===== src/rtl/pw_patgen_pkg.sv =====
// Shared definitions for the byte-stream pattern generator: state encoding,
// filler LFSR constants and the byte-index width helper.
package pw_patgen_pkg;

    typedef enum logic [1:0] {
        ST_IDLE = 2'd0,
        ST_SEND = 2'd1,
        ST_GAP  = 2'd2,
        ST_DONE = 2'd3
    } state_t;

    // x^8+x^6+x^5+x^4+1, shifting left, feedback into bit 0.
    localparam logic [7:0] LFSR_SEED = 8'hA5;
    localparam logic [7:0] LFSR_TAPS = 8'hB8;

    function automatic int idx_width(input int n);
        return (n <= 2) ? 1 : $clog2(n);
    endfunction

endpackage


===== src/rtl/pw_lfsr8.sv =====
// 8-bit Fibonacci LFSR supplying filler bytes; reloads the seed on load and
// steps only when advance is high.
module pw_lfsr8
    import pw_patgen_pkg::*;
(
    input  logic       fe_clk,
    input  logic       reset_n,
    input  logic       load,
    input  logic       advance,
    output logic [7:0] value,
    output logic [7:0] next_value
);

    assign next_value = {value[6:0], ^(value & LFSR_TAPS)};

    always_ff @(posedge fe_clk or negedge reset_n) begin
        if (!reset_n) begin
            value <= LFSR_SEED;
        end else if (load) begin
            value <= LFSR_SEED;
        end else if (advance) begin
            value <= next_value;
        end
    end

endmodule


===== src/rtl/pw_pattern_generator.sv =====
// Drives a snapshotted byte pattern onto a valid/ready stream with repeats and
// inter-repetition gaps. Define PW_PATGEN_NOISE_EN to fill gaps with LFSR bytes.
//
// Handshake: a byte transfers on a rising edge where O_fe_data_valid and
// I_fe_ready are both high; while valid is high and ready low, data is held.
module pw_pattern_generator
    import pw_patgen_pkg::*;
#(
    parameter int pPATTERN_BYTES = 8
) (
    input  logic                        fe_clk,
    input  logic                        reset_n,
    input  logic                        I_start,
    input  logic                        I_abort,
    input  logic [pPATTERN_BYTES*8-1:0] I_pattern,
    input  logic [7:0]                  I_pattern_bytes,
    input  logic [7:0]                  I_repeat,
    input  logic [7:0]                  I_gap,
    input  logic                        I_fe_ready,
    output logic [7:0]                  O_fe_data,
    output logic                        O_fe_data_valid,
    output logic                        O_busy,
    output logic                        O_done,
    output logic [1:0]                  dbg_state
);

    localparam int IW = idx_width(pPATTERN_BYTES);
    localparam int PW = pPATTERN_BYTES * 8;

    state_t          state;
    logic [PW-1:0]   pat_q;
    logic [7:0]      len_q;
    logic [7:0]      rep_q;
    logic [7:0]      gap_q;
    logic [7:0]      gap_cnt;
    logic [8:0]      rep_cnt;
    logic [IW-1:0]   idx;
    logic [IW-1:0]   next_idx;
    logic [7:0]      clamped_bytes;
    logic            last_byte;
    logic [7:0]      pat_bytes [pPATTERN_BYTES];

    assign dbg_state = state;
    assign next_idx  = idx + 1'b1;
    assign last_byte = (8'(idx) == len_q - 8'd1);

    always_comb begin
        clamped_bytes = I_pattern_bytes;
        if (I_pattern_bytes > 8'(pPATTERN_BYTES)) begin
            clamped_bytes = 8'(pPATTERN_BYTES);
        end
    end

    always_comb begin
        for (int i = 0; i < pPATTERN_BYTES; i++) begin
            pat_bytes[i] = pat_q[8*i +: 8];
        end
    end

`ifdef PW_PATGEN_NOISE_EN
    logic [7:0] filler_value;
    logic [7:0] filler_next;
    logic       filler_load;
    logic       filler_advance;

    assign filler_load    = (state == ST_IDLE) && I_start && !I_abort;
    assign filler_advance = (state == ST_GAP) && O_fe_data_valid && I_fe_ready && !I_abort;

    pw_lfsr8 u_lfsr (
        .fe_clk     (fe_clk),
        .reset_n    (reset_n),
        .load       (filler_load),
        .advance    (filler_advance),
        .value      (filler_value),
        .next_value (filler_next)
    );
`endif

    always_ff @(posedge fe_clk or negedge reset_n) begin
        if (!reset_n) begin
            state           <= ST_IDLE;
            pat_q           <= '0;
            len_q           <= '0;
            rep_q           <= '0;
            gap_q           <= '0;
            gap_cnt         <= '0;
            rep_cnt         <= '0;
            idx             <= '0;
            O_fe_data       <= '0;
            O_fe_data_valid <= 1'b0;
            O_busy          <= 1'b0;
            O_done          <= 1'b0;
        end else if (I_abort) begin
            state           <= ST_IDLE;
            O_fe_data       <= '0;
            O_fe_data_valid <= 1'b0;
            O_busy          <= 1'b0;
            O_done          <= 1'b0;
        end else begin
            case (state)
                ST_IDLE: begin
                    O_fe_data       <= '0;
                    O_fe_data_valid <= 1'b0;
                    O_busy          <= 1'b0;
                    O_done          <= 1'b0;
                    if (I_start) begin
                        pat_q   <= I_pattern;
                        len_q   <= clamped_bytes;
                        rep_q   <= I_repeat;
                        gap_q   <= I_gap;
                        idx     <= '0;
                        rep_cnt <= '0;
                        gap_cnt <= '0;
                        O_busy  <= 1'b1;
                        if (clamped_bytes == 8'd0) begin
                            state  <= ST_DONE;
                            O_done <= 1'b1;
                        end else begin
                            state           <= ST_SEND;
                            O_fe_data_valid <= 1'b1;
                            O_fe_data       <= I_pattern[7:0];
                        end
                    end
                end

                ST_SEND: begin
                    if (I_fe_ready) begin
                        if (!last_byte) begin
                            idx       <= next_idx;
                            O_fe_data <= pat_bytes[next_idx];
                        end else if (rep_cnt == {1'b0, rep_q}) begin
                            state           <= ST_DONE;
                            O_fe_data_valid <= 1'b0;
                            O_done          <= 1'b1;
                        end else begin
                            rep_cnt <= rep_cnt + 9'd1;
                            idx     <= '0;
                            if (gap_q != 8'd0) begin
                                state   <= ST_GAP;
                                gap_cnt <= '0;
`ifdef PW_PATGEN_NOISE_EN
                                O_fe_data_valid <= 1'b1;
                                O_fe_data       <= filler_value;
`else
                                O_fe_data_valid <= 1'b0;
`endif
                            end else begin
                                O_fe_data <= pat_bytes[0];
                            end
                        end
                    end
                end

                ST_GAP: begin
`ifdef PW_PATGEN_NOISE_EN
                    // Gap length counts accepted filler bytes, not cycles.
                    if (I_fe_ready) begin
                        if (gap_cnt == gap_q - 8'd1) begin
                            state     <= ST_SEND;
                            O_fe_data <= pat_bytes[0];
                        end else begin
                            gap_cnt   <= gap_cnt + 8'd1;
                            O_fe_data <= filler_next;
                        end
                    end
`else
                    if (gap_cnt == gap_q - 8'd1) begin
                        state           <= ST_SEND;
                        O_fe_data_valid <= 1'b1;
                        O_fe_data       <= pat_bytes[0];
                    end else begin
                        gap_cnt <= gap_cnt + 8'd1;
                    end
`endif
                end

                ST_DONE: begin
                    state           <= ST_IDLE;
                    O_fe_data       <= '0;
                    O_fe_data_valid <= 1'b0;
                    O_busy          <= 1'b0;
                    O_done          <= 1'b0;
                end

                default: begin
                    state <= ST_IDLE;
                end
            endcase
        end
    end

endmodule


===== config.mk =====
export PLATFORM = sky130hd
export DESIGN_NAME = pw_pattern_generator
export DESIGN_NICKNAME = d
export VERILOG_FILES = /design/src/rtl/pw_patgen_pkg.sv /design/src/rtl/pw_lfsr8.sv /design/src/rtl/pw_pattern_generator.sv
export SDC_FILE = /design/constraint.sdc
export NUM_CORES = 1
export LEC_CHECK = 0
export ABC_AREA = 1
export BUFFER_PORTS_ARGS = -buffer_cell sky130_fd_sc_hd__buf_2
export CAP_MARGIN = 20
export CORE_ASPECT_RATIO = 1.2
export CORE_MARGIN = 4
export CORE_UTILIZATION = 45
export DETAILED_ROUTE_END_ITERATION = 16
export PLACE_DENSITY = 0.69
export SKIP_LAST_GASP = 1
export SLEW_MARGIN = 20
export SYNTH_ARGS = -nofsm -noshare
export SYNTH_HDL_FRONTEND = slang
export SYNTH_HIERARCHICAL = 1
export SYNTH_SLANG_ARGS = --single-unit
export TNS_END_PERCENT = 10

===== constraint.sdc =====
create_clock -name fe_clk -period 5.5 [get_ports fe_clk]
set_input_delay 0 -clock fe_clk [delete_from_list [all_inputs] [get_ports fe_clk]]
set_output_delay 0 -clock fe_clk [all_outputs]
set_load 0.01 [all_outputs]

==> impl_metrics.py, run 1 <==
metrics = {
    "clock_tree": {
        "cts_inserted_buffers": 17,
        "clk_latency_ns": 0.42,
        "cts_tree": "yes",
        "clock_path_buffers": 2,
        "clk_pin_slew_ns": 0.05,
        "h-tree-depth": 4,
        "root_buffer": "clkbuf_16",
        "ctsResizeCount": 0,
        "numClockSinks": 121,
    },
    "finish": {
        "n_antenna_cell": 0,
        "final_layout_size_suffix_gt1_share_pct": 14.76,
        "utilization_pct": 61.12,
        "nets": 1211,
        "syn2layout_area_growth_pct": 32.32,
    },
    "global_routing": {
        "grt_max_degree": 81,
        "grt_pass1_vias": 6280,
        "grt_pass1_wl_um": 29300,
        "grt_overflow_total": 0,
        "grt_usage_pct": 21.46,
        "antenna_found_initial": 0,
    },
    "yosys": {
        "yosysTopAreaCellShare_pct": 45.29,
        "yosys_most_used_dff": "dfrtp_1",
        "ys_top_cells_by_area": "dfrtp_1 45%, nand2_1 18%, o21ai_0 8.2%",
        "avgSynthCellArea_um2": 7.235,
        "synth_seq_area_share_pct": 45.29,
        "synth_commonest_cells": "319 x nand2_1, 121 x dfrtp_1, 110 x o21ai_0",
        "netlist_area_um2": 6685,
        "yosysWarnings": 6,
        "ys_async_sr_fraction_pct": 100.0,
        "synthCells": 924,
        "yosysUniqueCellTypes": 36,
        "synth_seq_cells": 121,
        "yosys.area.top_type": "dfrtp_1",
        "synthesis.nets": 1028,
        "post-synth-top-count-cell": "nand2_1",
        "synth_edf_count": 0,
    },
    "timing": {
        "rsz0062_at_grt": "false",
        "fmax_ghz": 0.3480,
        "maxSlewViolCount": 0,
        "finalSetupViolCount": 0,
        "post-route-period-util_pct": 52.24,
        "slew_headroom_pct": 41.91,
        "hold_slack_ns": 0.02506,
        "min_period_ns": 2.873,
        "hold_viol": 0,
        "tns_ns": 0,
        "worst_pin_slew_ns": 0.8713,
        "skew_ns": 0.006597,
    },
    "worst_setup_path": {
        "startpoint": "dbg_state[1]",
        "worstPathMaxFanout": 22,
        "r2r_start": "dbg_state[1]",
        "r2r_slack_ns": 2.63,
        "crit_arrival_ns": 3.17,
        "cp_data_required_time_ns": 5.79,
        "critical_path_class": "reg -> reg",
        "reg2reg_to": "O_done",
        "r2r_cells": 8,
        "crit_path_start_kind": "flop",
        "worst_setup_path_end_kind": "flop",
    },
    "placement": {
        "port_buffers": 105,
        "gp_congestion": 0.8631,
        "dp_hpwl_um": 11820,
    },
    "route": {
        "drt_iter0_drc": 367,
        "drt.antenna.violating_nets": 0,
        "vias": 6422,
        "wl_um": 17640,
        "drc": 0,
        "dr.pass1.iters": 5,
        "via_per_inst": 4.873,
        "wire_per_inst_um": 13.38,
    },
    "die": {
        "row_count": 48,
        "die_height_um": 141.5,
        "ios": 106,
        "start_util_pct": 46.19,
        "fp.coreArea_um2": 14470,
        "die-area_um2": 16880,
        "die_w_um": 119.3,
    },
    "power": {
        "power_uw": 4257,
        "power.density_nw_per_um2": 481.2,
        "leakage_uw": 0.004437,
        "ir_drop_v": 0.0002828,
    },
    "hold_path": {
        "min_from": "I_abort",
        "holdPathEnd": "dbg_state[1]",
        "min_path_type": "in -> reg",
        "hold_depth": 4,
    },
    "run": {
        "cap_violations": 0,
    },
    "outcome": {
        "status": "complete, no violations",
    },
}
[cell type report]
cell class / instances / area (µm²)
Clock buffer: 23 / 478.0
Clock inverter: 7 / 118.9
Fill cell: 1334 / 5628
Inverter: 101 / 382.9
Multi-Input combinational cell: 665 / 3110
Sequential cell: 121 / 3029
Tap cell: 200 / 250.2
Timing Repair Buffer: 201 / 1476
[layer usage]
layer / GRT usage [%] / wire length [µm] / vias up
met1: 26.74 / 7761 / 2941
met5: 0 / 0 / -
li1: - / - / 3316
met3: 4.386 / 640 / 22
met4: 5.979 / 308 / 0
met2: 37.81 / 8927 / 143
[where the power goes]
part / switching [µW] / leakage, µW / internal (µW)
Combinational: 1070 / 0.00260 / 610
Sequential: 207 / 0.00155 / 1230
Clock: 389 / 0.000285 / 743
Total: 1670 / 0.00444 / 2590
[through the flow]
step / instances / cell area [µm²] / setup WS (ns)
finish: 1318 / 8846 / 2.627
global route: 1318 / 8846 / 2.412
CTS: 1318 / 8846 / 2.695
detailed placement: 1197 / 7338 / 2.757
global placement: 1197 / 7338 / 2.725
floorplan: 924 / 6685 / 3.497
[cells in the final DEF (no fill, tap or decap), types with 2 or more instances in the layout]
cell type and count:
or2_2 2, dlygate4sd3_1 91, nor3_1 6, clkbuf_8 3
ha_1 11, clkinv_2 2, xor2_1 6, buf_2 104
clkbuf_16 17, o21ai_2 9, o21ai_1 2, clkbuf_1 3
nand2_4 2, nor2_4 2, a21oi_1 52, nand4_1 10
nand2_2 3, bufinv_16 3, nor2_2 3, o21ai_0 110
buf_4 6, dfrtp_1 120, nor2_1 61, clkinvlp_4 2
nand2_1 319, xnor2_1 6, nand3_1 52, inv_1 97
[worst max-delay path: stages, from the launching register on]
cell,delay (ns)
dfrtp_1,0.45
inv_1,0.15
ha_1,0.75
nand4_1,0.40
inv_1,0.18
nand3_1,0.11
nand2_1,0.09
dlygate4sd3_1,0.55
a21oi_1,0.06
[kinds of logic after synthesis]
kind of cell	Yosys count	synth area share, %
flops	121	45.29
buf+inv	138	8.179
fa+ha+maj	11	2.059
compound gates	176	13.78
xor+xnor	12	1.572
simple gates	466	29.12
[how the worst max path moves through the flow]
stage	to	slack [ns]	cells after the start
2_1_floorplan	gap_cnt[6]	3.50	15
3_3_place_gp	O_fe_data[4]	2.73	12
3_5_place_dp	O_fe_data[7]	2.76	12
4_1_cts	O_done	2.70	8
5_1_grt	O_fe_data[7]	2.41	12
6_report	O_done	2.63	8
[state kept, by name, indices dropped and copies added (netlist names)]
name / flops
O_fe_data_valid: 1
O_fe_data: 8
rep_cnt: 9
O_busy: 1
dbg_state: 2
O_done: 1
gap_cnt: 8
len_q: 8
idx: 3
gap_q: 8
pat_q: 64
rep_q: 8
[what timing repair did]
| item | 4_1_cts | 5_1_grt |
|---|---|---|
| hold buffers | 91 | 0 |
| setup buffers | 0 | 0 |
| hold endpoints to repair | 142 | 0 |
Note: power is estimated with default switching activity, not from simulation.
==> run 2, diff against run 1 <==
--- a/config.mk
+++ b/config.mk
@@ -5,7 +5,7 @@
 export SDC_FILE = /design/constraint.sdc
 export NUM_CORES = 1
 export LEC_CHECK = 0
-export ABC_AREA = 1
+export ABC_AREA = 0
 export BUFFER_PORTS_ARGS = -buffer_cell sky130_fd_sc_hd__buf_2
 export CAP_MARGIN = 20
 export CORE_ASPECT_RATIO = 1.2
==> constraint.sdc (replaced) <==
create_clock -name fe_clk -period 2.95 [get_ports fe_clk]
set_input_delay 0 -clock fe_clk [delete_from_list [all_inputs] [get_ports fe_clk]]
set_output_delay 0 -clock fe_clk [all_outputs]
set_load 0.01 [all_outputs]
==> run 2 against run 1 <==
  * The run now ends with negative setup slack left
  * Sequential power is 94% higher
  * Combinational power increased by 65%
  * Flip-flop and latch count is the same
  * Via count fell by 7.0%
  * Design area is 0.78% higher
  * Clock power is 110% higher
  * Critical path type unchanged
  * Critical endpoint is now O_fe_data[3]
  * Largest power group is now sequential cells
==> impl_metrics.py, run 2 <==
metrics = {
    "timing": {
        "rsz0062_at_grt": "true",
        "hold_viol": 0,
        "finalSetupViolCount": 1,
        "skew_ns": 0.009841,
        "fmax_ghz": 0.3330,
        "maxSlewViolCount": 0,
        "min_period_ns": 3.003,
        "worst_pin_slew_ns": 0.7951,
        "fin_ws_ns": -0.05281,
        "post-route-period-util_pct": 101.8,
        "slew_headroom_pct": 46.89,
    },
    "yosys": {
        "synth_edf_count": 0,
        "synth_seq_cells": 121,
        "synth_fa_ha_area_share_pct": 2.122,
        "synth_mux_area_share_pct": 7.563,
        "synth_top_family_by_area": "simple AND/OR/NAND/NOR gates",
        "synth_seq_area_share_pct": 46.69,
        "synth_compound_area_share_pct": 13.43,
        "synthCells": 703,
        "ys_async_sr_fraction_pct": 100.0,
        "yosysUniqueCellTypes": 69,
        "yosysWarnings": 6,
        "yosys_most_used_dff": "dfrtp_1",
        "synthesis.nets": 807,
        "post-synth-top-count-cell": "nand2_1",
        "yosys.area.top_type": "dfrtp_1",
        "synth-simple-area-share_pct": 23.89,
        "ys_top_cells_by_area": "dfrtp_1 47%, nand2_1 15%, mux4_2 5.6%",
        "synthXorXnorAreaFrac_pct": 2.836,
        "synth_commonest_cells": "262 x nand2_1, 121 x dfrtp_1, 38 x clkbuf_1",
        "netlist_area_um2": 6485,
        "yosysTopAreaCellShare_pct": 46.69,
        "avgSynthCellArea_um2": 9.225,
    },
    "clock_tree": {
        "root_buffer": "clkbuf_16",
        "clk_pin_slew_ns": 0.06,
        "clock_path_buffers": 2,
        "numClockSinks": 121,
        "cts_tree": "yes",
        "h-tree-depth": 4,
        "cts_inserted_buffers": 17,
        "clk_latency_ns": 0.42,
    },
    "finish": {
        "top_register": "pat_q",
        "final_layout_size_suffix_gt1_share_pct": 21.88,
        "layout_common_cells": "262 x nand2_1, 121 x dfrtp_1, 104 x buf_2",
        "nets": 1005,
        "largest_register_ff_count": 64,
        "layout_commonest_cell": "nand2_1",
        "final_area_um2": 8915,
        "n_antenna_cell": 0,
        "syn2layout_area_growth_pct": 37.47,
        "utilization_pct": 63.96,
        "fillCellCount": 1093,
        "final_cells": 1085,
        "top_regs": "pat_q (64), rep_cnt (9)",
    },
    "worst_setup_path": {
        "r2r_start": "len_q[0]",
        "crit_path_max_incr_delay_ns": 0.52,
        "worst_setup_path_end_kind": "flop",
        "crit_arrival_ns": 3.31,
        "crit_top_cell": "a2111oi_0",
        "critical_path_class": "reg -> reg",
        "reg2reg_to": "O_fe_data[3]",
        "r2r_slack_ns": -0.05,
        "worstPathMaxFanout": 18,
        "cp_data_required_time_ns": 3.26,
        "slowest_stage": "a2111oi_0",
        "cp_cell_sequence": "inv_1, ha_1, or3b_1, nor4_2, a211oi_4, o21a_2, buf_4, a2111oi_0, a2111oi_0, mux2_1",
        "crit_path_start_kind": "flop",
        "r2r_cells": 10,
    },
    "route": {
        "dr.pass1.iters": 4,
        "drc": 0,
        "wire_per_inst_um": 16.76,
        "drt_iter0_drc": 380,
        "vias": 5973,
        "drt.antenna.violating_nets": 0,
        "wl_um": 18180,
        "via_per_inst": 5.505,
    },
    "placement": {
        "port_buffers": 105,
        "dp_cells": 960,
        "place_worst_setup_slack_ns": -0.07268,
        "gp_congestion": 0.8782,
        "dp_hpwl_um": 11650,
        "dpl-instance-area_um2": 7272,
    },
    "die": {
        "ios": 106,
        "start_util_pct": 46.53,
        "die-area_um2": 16400,
        "die_height_um": 139.5,
        "die_w_um": 117.6,
        "row_count": 47,
        "fp.coreArea_um2": 13940,
    },
    "power": {
        "ir_drop_v": 0.0005030,
        "internal_power_uw": 5178,
        "pwr-share-seq_pct": 35.2,
        "pwr-share-comb_pct": 35.0,
        "p_switching_uw": 2762,
        "switching_share_pct": 34.79,
        "p_clk_share_pct": 29.7,
        "power.density_nw_per_um2": 890.7,
        "leakage_uw": 0.004319,
        "power_uw": 7940,
    },
    "global_routing": {
        "grt_max_degree": 75,
        "grt_overflow_total": 0,
        "grt_usage_pct": 23.08,
        "met1_usage_pct": 27.38,
        "grt_pass1_wl_um": 30710,
        "top_usage_layer": "met2",
        "grt_pass1_vias": 6158,
        "use_met2_pct": 40.50,
        "antenna_found_initial": 0,
        "grtUsageMet3_pct": 5.804,
    },
    "hold_path": {
        "min_from": "I_fe_ready",
        "holdPathEnd": "O_done",
        "hold_depth": 4,
        "min_path_type": "in -> reg",
    },
    "outcome": {
        "status": "finished, violations left",
        "violations": "negative setup slack",
    },
    "run": {
        "cap_violations": 0,
    },
}
run 2: cell types whose count changed after synthesis, moves of 16 or more:
cell	delta
mux4_2	+16
nor2_1	-43
a2111oi_0	+18
a21oi_1	-39
nand2_1	-57
o21ai_0	-96
inv_1	-85
nand3_1	-40
run 2: cells by family after synthesis:
logic type,after synthesis
multiplexers,28
adder cells (fa/ha/maj),11
XOR/XNOR,21
buffers and inverters,57
AND/OR/NAND/NOR,357
flip-flops,121
AO/OA/AOI/OAI,108
run 2: layout make-up:
cell class	instances	area (µm²)	share of cell area, %
clock buffer	22	484.2	5.432
clock inverter	10	188.9	2.119
inverter	14	52.55	0.5895
multi-input combinational	525	3286	36.86
sequential	121	3028	33.96
tap	171	214.0	2.400
timing repair buffer	222	1662	18.64
run 2: routing by layer:
| layer | part of all wire [%] | wire length [µm] |
|---|---|---|
| met4 | 2.3 | 427 |
| met3 | 5.2 | 941 |
| met1 | 41 | 7405 |
| met5 | 0 | 0 |
| met2 | 52 | 9406 |
run 2: worst max-delay path: cells and delay by family (launching register included):
| kind | cells | cell delay [ns] |
|---|---|---|
| multiplexers | 1 | 0.32 |
| AO/OA/AOI/OAI | 4 | 0.94 |
| buffers and inverters | 2 | 0.29 |
| flip-flops | 1 | 0.41 |
| adder cells (fa/ha/maj) | 1 | 0.21 |
| AND/OR/NAND/NOR | 2 | 0.69 |
run 2: how the worst max path moves through the flow:
stage,from,end,slack (ns),cells past startpoint
finish,len_q[0],O_fe_data[3],-0.05,10
floorplan,dbg_state[1],rep_cnt[8],0.09,11
global placement,len_q[0],dbg_state[0],0.17,10
global route,len_q[0],O_fe_data[5],-0.07,10
detailed placement,len_q[0],O_fe_data[6],-0.07,10
CTS,len_q[0],O_fe_data[3],0.02,10
run 2: stage by stage:
stage / hold WS [ns] / TNS, ns
3_5_place_dp: 0.06542 / -0.07806
5_1_grt: 0.1449 / -0.6790
3_3_place_gp: 0.04379 / 0
6_report: 0.1274 / -0.05281
4_1_cts: 0.1156 / 0
2_1_floorplan: -0.2956 / 0
run 2: power by group through the flow:
stage | clock [µW] | combinational, µW | sequential (µW)
after floorplan | 0 | 1900 | 2650
after global placement | 0 | 2530 | 2770
after detailed placement | 0 | 2640 | 2800
after CTS | 2400 | 2750 | 2780
after global routing | 2470 | 3090 | 2880
final | 2360 | 2780 | 2800
run 2: timing repair:
item,4_1_cts,5_1_grt
resized for setup,1,11
buffers inserted,0,1
endpoints found under the setup margin,1,18
hold endpoints to repair,133,0
pin swaps,1,7
hold buffers,92,0
